`src/rtl/full_adder_pkg.sv`:
```
// Shared constants and a reference adder for the registered ripple-carry full adder.
// fa_add is for benches; the RTL does not call it.
package full_adder_pkg;

   localparam int FA_DEFAULT_WIDTH = 1;
   localparam int FA_MAX_WIDTH     = 64;

   // Returns the (width+1)-bit result {cout,sum} of a+b+cin, zero-extended to FA_MAX_WIDTH+1.
   function automatic logic [FA_MAX_WIDTH:0] fa_add(
      input logic [FA_MAX_WIDTH-1:0] a,
      input logic [FA_MAX_WIDTH-1:0] b,
      input logic                    cin,
      input int unsigned             width
   );
      logic [FA_MAX_WIDTH:0] op_mask;
      logic [FA_MAX_WIDTH:0] res_mask;
      logic [FA_MAX_WIDTH:0] full;
      op_mask  = ({{FA_MAX_WIDTH{1'b0}}, 1'b1} << width) - 1'b1;
      res_mask = ({{FA_MAX_WIDTH{1'b0}}, 1'b1} << (width + 1)) - 1'b1;
      full     = ({1'b0, a} & op_mask) + ({1'b0, b} & op_mask)
               + {{FA_MAX_WIDTH{1'b0}}, cin};
      return full & res_mask;
   endfunction

endpackage

```
`src/rtl/fa_bit.sv`:
```
// One-bit full adder cell; the leaf of the ripple-carry chain. Purely combinational.
module fa_bit (
   input  logic a,
   input  logic b,
   input  logic ci,
   output logic s,
   output logic co
);

   logic p;

   assign p  = a ^ b;
   assign s  = p ^ ci;
   assign co = (a & b) | (ci & p);

endmodule

```
`src/rtl/full_adder.sv`:
```
// Registered WIDTH-bit ripple-carry adder with a valid strobe and 1-cycle latency.
// Define FULL_ADDER_OVF_EN to add the registered signed-overflow output ovf.
module full_adder
   import full_adder_pkg::*;
#(
   parameter int WIDTH = FA_DEFAULT_WIDTH
) (
   input  logic             clk,
   input  logic             rst,
   input  logic             in_valid,
   input  logic [WIDTH-1:0] a,
   input  logic [WIDTH-1:0] b,
   input  logic             cin,
`ifdef FULL_ADDER_OVF_EN
   output logic             ovf,
`endif
   output logic [WIDTH-1:0] sum,
   output logic             cout,
   output logic             out_valid
);

   if (WIDTH < 1 || WIDTH > FA_MAX_WIDTH) begin : g_width_check
      $error("full_adder: WIDTH must be in 1..64");
   end

   logic [WIDTH:0]   carry;
   logic [WIDTH-1:0] sum_core;

   assign carry[0] = cin;

   for (genvar i = 0; i < WIDTH; i++) begin : g_chain
      fa_bit u_bit (
         .a  (a[i]),
         .b  (b[i]),
         .ci (carry[i]),
         .s  (sum_core[i]),
         .co (carry[i+1])
      );
   end

   // Data registers hold while idle so downstream sees the last result.
   always_ff @(posedge clk) begin
      if (rst) begin
         sum       <= '0;
         cout      <= 1'b0;
         out_valid <= 1'b0;
      end else begin
         out_valid <= in_valid;
         if (in_valid) begin
            sum  <= sum_core;
            cout <= carry[WIDTH];
         end
      end
   end

`ifdef FULL_ADDER_OVF_EN
   // Carry into and out of the sign bit disagree exactly on signed overflow.
   always_ff @(posedge clk) begin
      if (rst) begin
         ovf <= 1'b0;
      end else if (in_valid) begin
         ovf <= carry[WIDTH] ^ carry[WIDTH-1];
      end
   end
`endif

endmodule

```
`config.mk`:
```
export PLATFORM = sky130hd
export DESIGN_NAME = full_adder
export DESIGN_NICKNAME = d
export VERILOG_FILES = /design/src/rtl/full_adder_pkg.sv /design/src/rtl/fa_bit.sv /design/src/rtl/full_adder.sv
export SDC_FILE = /design/constraint.sdc
export NUM_CORES = 1
export LEC_CHECK = 0
export CAP_MARGIN = 10
export CELL_PAD_IN_SITES_DETAIL_PLACEMENT = 1
export CELL_PAD_IN_SITES_GLOBAL_PLACEMENT = 1
export CORE_AREA = 10 10 47 49
export DETAILED_ROUTE_END_ITERATION = 10
export DIE_AREA = 0 0 57 59
export DONT_BUFFER_PORTS = 1
export PLACE_DENSITY = 0.3
export RECOVER_POWER = 25
export SLEW_MARGIN = 20
export SYNTH_ARGS = -nofsm -noshare
export SYNTH_HDL_FRONTEND = slang
export SYNTH_HIERARCHICAL = 1
export SYNTH_SLANG_ARGS = --single-unit
```
`constraint.sdc`:
```
create_clock -name clk -period 0.9 [get_ports clk]
set_input_delay 0.18 -clock clk [delete_from_list [all_inputs] [get_ports clk]]
set_output_delay 0.18 -clock clk [all_outputs]
set_load 0.03 [all_outputs]
```
== Word-level counts from Yosys, hierarchy flattened ==
Index checks and enable logic that the tools add are counted.
Word-level totals
  register bits: 3
  logic and storage cells: 8
Operators by class
  bitwise logic cells: 5
Operator list (number)
  1-bit bitwise AND: 2
  1-bit XOR: 2
  1-bit OR: 1

== Depth between registers and ports, before layout ==
  depth after elaboration: 3
  depth in mapped cells: 3
  depth with buffers taken out: 3

== Cells and area by module ==
Netlist, hierarchy kept.
By module, submodules not included
  full_adder: times used 1, cells an instance 8, area an instance 93.8 um^2
  fa_bit: times used 1, cells an instance 1, area an instance 20.0 um^2

== Worst setup path before layout ==
OpenSTA, ideal clock, no wires.
  path kind: input to register
  from: input a
  to: register sum
  setup time: 0.115 ns
  arrival: 0.801 ns
  data required time: 0.785 ns
  path slack: -0.016 ns
  stages: 3
  buffers on the path: 0
  cell sequence: fa_1 > mux2i_1 > nor2_1
Between the ends
  cells in the longest elaborated chain, start to end: 2
RTL lines
  start: declaration: RTL line full_adder.sv:11  | input logic [WIDTH-1:0] a,
  1-bit XOR: RTL line fa_bit.sv:12  | assign p = a ^ b;
  1-bit XOR: RTL line fa_bit.sv:13  | assign s = p ^ ci;
  end signal: assignment: RTL line full_adder.sv:50  | sum <= sum_core;
  end: declaration: RTL line full_adder.sv:17  | output logic [WIDTH-1:0] sum,
Every way passes these cells.
A chain may end at the register's enable or synchronous reset.

== Worst setup path after layout ==
  from: register sum
  to: output sum
No word-level cell between the ends.

==> flow_summary.rst <==
.. list-table::
   :header-rows: 1

   * - Metric
     - Value
   * - Total DRC errors in the routed layout
     - 0
   * - Mean Syn Cell Area
     - 12.65 sq um
   * - Final Hold Fails
     - 0
   * - Critical path buffer and inverter count
     - 1
   * - Stage delay of the slowest cell on the critical path
     - 0.32 ns
   * - Routed Antenna Nets
     - 0
   * - Worst-case setup slack after placement
     - -0.07134 ns
   * - Largest net degree at the start of global routing
     - 4
   * - Setup-failing EPs final
     - 0
   * - Relative slew slack
     - 91.50%
   * - Maximum achievable frequency
     - 1155 MHz
   * - Worst-margin pin slew
     - 0.1239 ns
   * - Total inserted antenna cells
     - 0
   * - Biggest fanout along the worst timing path
     - 2
   * - Via count of the first global-routing pass
     - 122
   * - FF-to-FF setup slack
     - 0.29 ns
   * - Total die area
     - 0.003363 sq mm
   * - Avg Vias per Cell
     - 2.879
   * - Largest voltage drop on the vdd net
     - 0.0006070 V
   * - Initial Util
     - 8.125%
   * - Setup crit end kind
     - primary output
   * - Initial antenna violation count
     - 0
   * - Cells after Synth
     - 9
   * - Clock tree root buffer cell
     - clkbuf_4
   * - Final hold slack
     - 0.01251 ns
   * - Post-layout worst setup margin
     - 0.03452 ns
   * - Cell depth of the worst flop-to-flop path
     - 2
   * - Total routed wirelength
     - 364 microns
   * - RD Place Congestion
     - 0.6182
   * - Met1 Track Usage GR
     - 1.655%
   * - Worst Skew
     - 0 ns
   * - Number of warnings printed during yosys synthesis
     - 6
   * - Top Family by Delay on Critical Path
     - flip-flops
   * - End of the worst register-to-register path
     - cout$_SDFFE_PP0P_
   * - Cell leakage power
     - 0.08632 nW
   * - Endpoint required time on the critical path
     - 0.72 ns
   * - Mux cell area share after synthesis
     - 17.58%
   * - Synth Area in Adders
     - 17.58%
   * - Count of clock tree sinks
     - 3
   * - Met2 GRT Util
     - 3.721%
   * - Via count
     - 95
   * - Power density over cell area
     - 2198 mW/mm^2
   * - Total overflow reported by the global router
     - 0
   * - Maxcap violations
     - 0
   * - Core Region
     - 0.001401 sq mm
   * - Number of levels the H-tree was split into
     - 1
   * - All-layer global routing usage
     - 2.502%
   * - I/O Buffers
     - 0
   * - Met3 track demand over resource in global routing
     - 2.361%
   * - Time the final worst path needs with I/O delays and setup
     - 0.8655 ns
   * - Count of pins on the block boundary
     - 9
   * - Part of the Yosys area used for sequential elements
     - 52.75%
   * - Ordered cell list for the critical path
     - buf_6
   * - Die Span Y
     - 59 microns
   * - Worst hold endpoint
     - out_valid$_SDFF_PP0_
   * - Routed length per instance
     - 11.03 microns
   * - Number of design-rule violations left by the first detailed-router iteration
     - 0
   * - Xor/xnor share of the synthesized area
     - 0%
   * - Die width
     - 57 microns
   * - Number of buffers created by CTS
     - 3
   * - Net count after synthesis
     - 16
   * - Multi-input gate area
     - 53.80 sq um
   * - Combinational family with the most area after synthesis
     - adder cells
   * - Yosys reg bits
     - 3
   * - Ratio of cells with drive above 1 in the final layout
     - 47.06%
   * - Inst Count DP
     - 27
   * - Post-synthesis compound-gate area fraction
     - 0%
   * - Data arrival time at the worst-slack endpoint
     - 0.69 ns
   * - Final max-slew violation count
     - 0
   * - Outcome
     - finished clean
   * - Fillers
     - 174
   * - Post-synthesis simple-gate area fraction
     - 12.09%
   * - Final period util
     - 96.16%
   * - P&R area growth vs syn
     - 81.32%
   * - CP max stage cell
     - dfxtp_2
   * - Hold Startpoint
     - rst
   * - Worst-path clk slew
     - 0.04 ns
   * - Setup Crit Path Kind
     - register to primary output
   * - Kind of start point of the critical path
     - register
   * - First-pass GRT wire length
     - 565 microns
   * - Post-route non-filler standard cell count
     - 33
   * - Post-layout total power
     - 0.4538 mW
   * - Number of placement rows
     - 14
   * - TritonRoute pass-1 iters
     - 1
   * - Max Root-Sink Buffers
     - 2
   * - Setup repair after global routing missed its margin
     - true
   * - Post-synthesis cell area
     - 113.9 sq um
   * - Area occupied by registers
     - 63.81 sq um
   * - Worst-Skew Late Latency
     - 0.24 ns
   * - Total Neg Setup Slack
     - 0 ns
   * - R2r startpoint
     - cout$_SDFFE_PP0P_
   * - Net total in the final layout
     - 25
   * - Min-Delay Path Depth
     - 1
   * - Number of unique standard cell types used by synthesis
     - 5
   * - Clock tree from TritonCTS
     - built
   * - Most Crowded Layer GR
     - met2
   * - Path type of the worst min-delay path
     - primary input to register
## report_power, final
part           switching (mW)  internal, mW  leakage, nW
logic                  0.0273        0.0313       0.0455
clock network          0.0730         0.166       0.0150
registers              0.0102         0.146       0.0258
total                   0.111         0.343       0.0863
## stage by stage
stage          utilization (%)  area (sq um)
6_report                 14.73         206.4
5_1_grt                  14.73         206.4
4_1_cts                  13.93         195.2
3_5_place_dp             10.63         148.9
3_3_place_gp             10.63         148.9
2_1_floorplan                -         113.9
## cells in the mapped netlist, drive strengths merged
cell   n  area share (%)
dfxtp  3              53
mux2i  2              18
nor2   2             6.6
fa     1              18
nor2b  1             5.5
## cell families after synthesis
group | Yosys count
mux | 2
simple gates | 3
flops | 3
fa+ha+maj | 1
## layout make-up
type                       count  area share [%]
tap                           16           9.697
timing repair buffer           4           20.61
multi-input combinational      6           26.06
clock buffer                   4           12.73
sequential                     3           30.91
## worst max-delay path by stage
stage                     depth (start not counted)                to              start  slack (ns)
after floorplan                                   3  sum$_SDFFE_PP0P_                  a       -0.02
after global placement                            3  sum$_SDFFE_PP0P_                  a       -0.07
after detailed placement                          3  sum$_SDFFE_PP0P_                  a       -0.07
after CTS                                         1              cout  cout$_SDFFE_PP0P_       0.003
after global routing                              1               sum   sum$_SDFFE_PP0P_      -0.003
final                                             1               sum   sum$_SDFFE_PP0P_        0.03
## flip-flops by register name, indices dropped and copies added (netlist names)
signal     cells
cout           1
sum            1
out_valid      1
## cells in the final DEF (no fill, tap or decap)
cell / n
buf_6: 2
dfxtp_2: 3
mux2i_1: 2
nor2_1: 2
clkbuf_1: 1
nor2b_1: 1
clkbuf_4: 3
fa_1: 1
dlygate4sd3_1: 2
## metal layers
layer / share of wire (%) / vias up
met4: 0 / 0
met5: 0 / -
met1: 30 / 45
li1: - / 45
met2: 60 / 5
met3: 9.3 / 0
## timing repair
action | 4_1_cts | 5_1_grt
endpoints found under the setup margin | 3 | 2
setup buffers | 0 | 0
pin swaps | 0 | 0
gates resized for setup | 4 | 1
gates cloned | 0 | 0
hold buffers | 1 | 1
endpoints found under the hold margin | 1 | 1
Power figures use the tool's default switching activity.
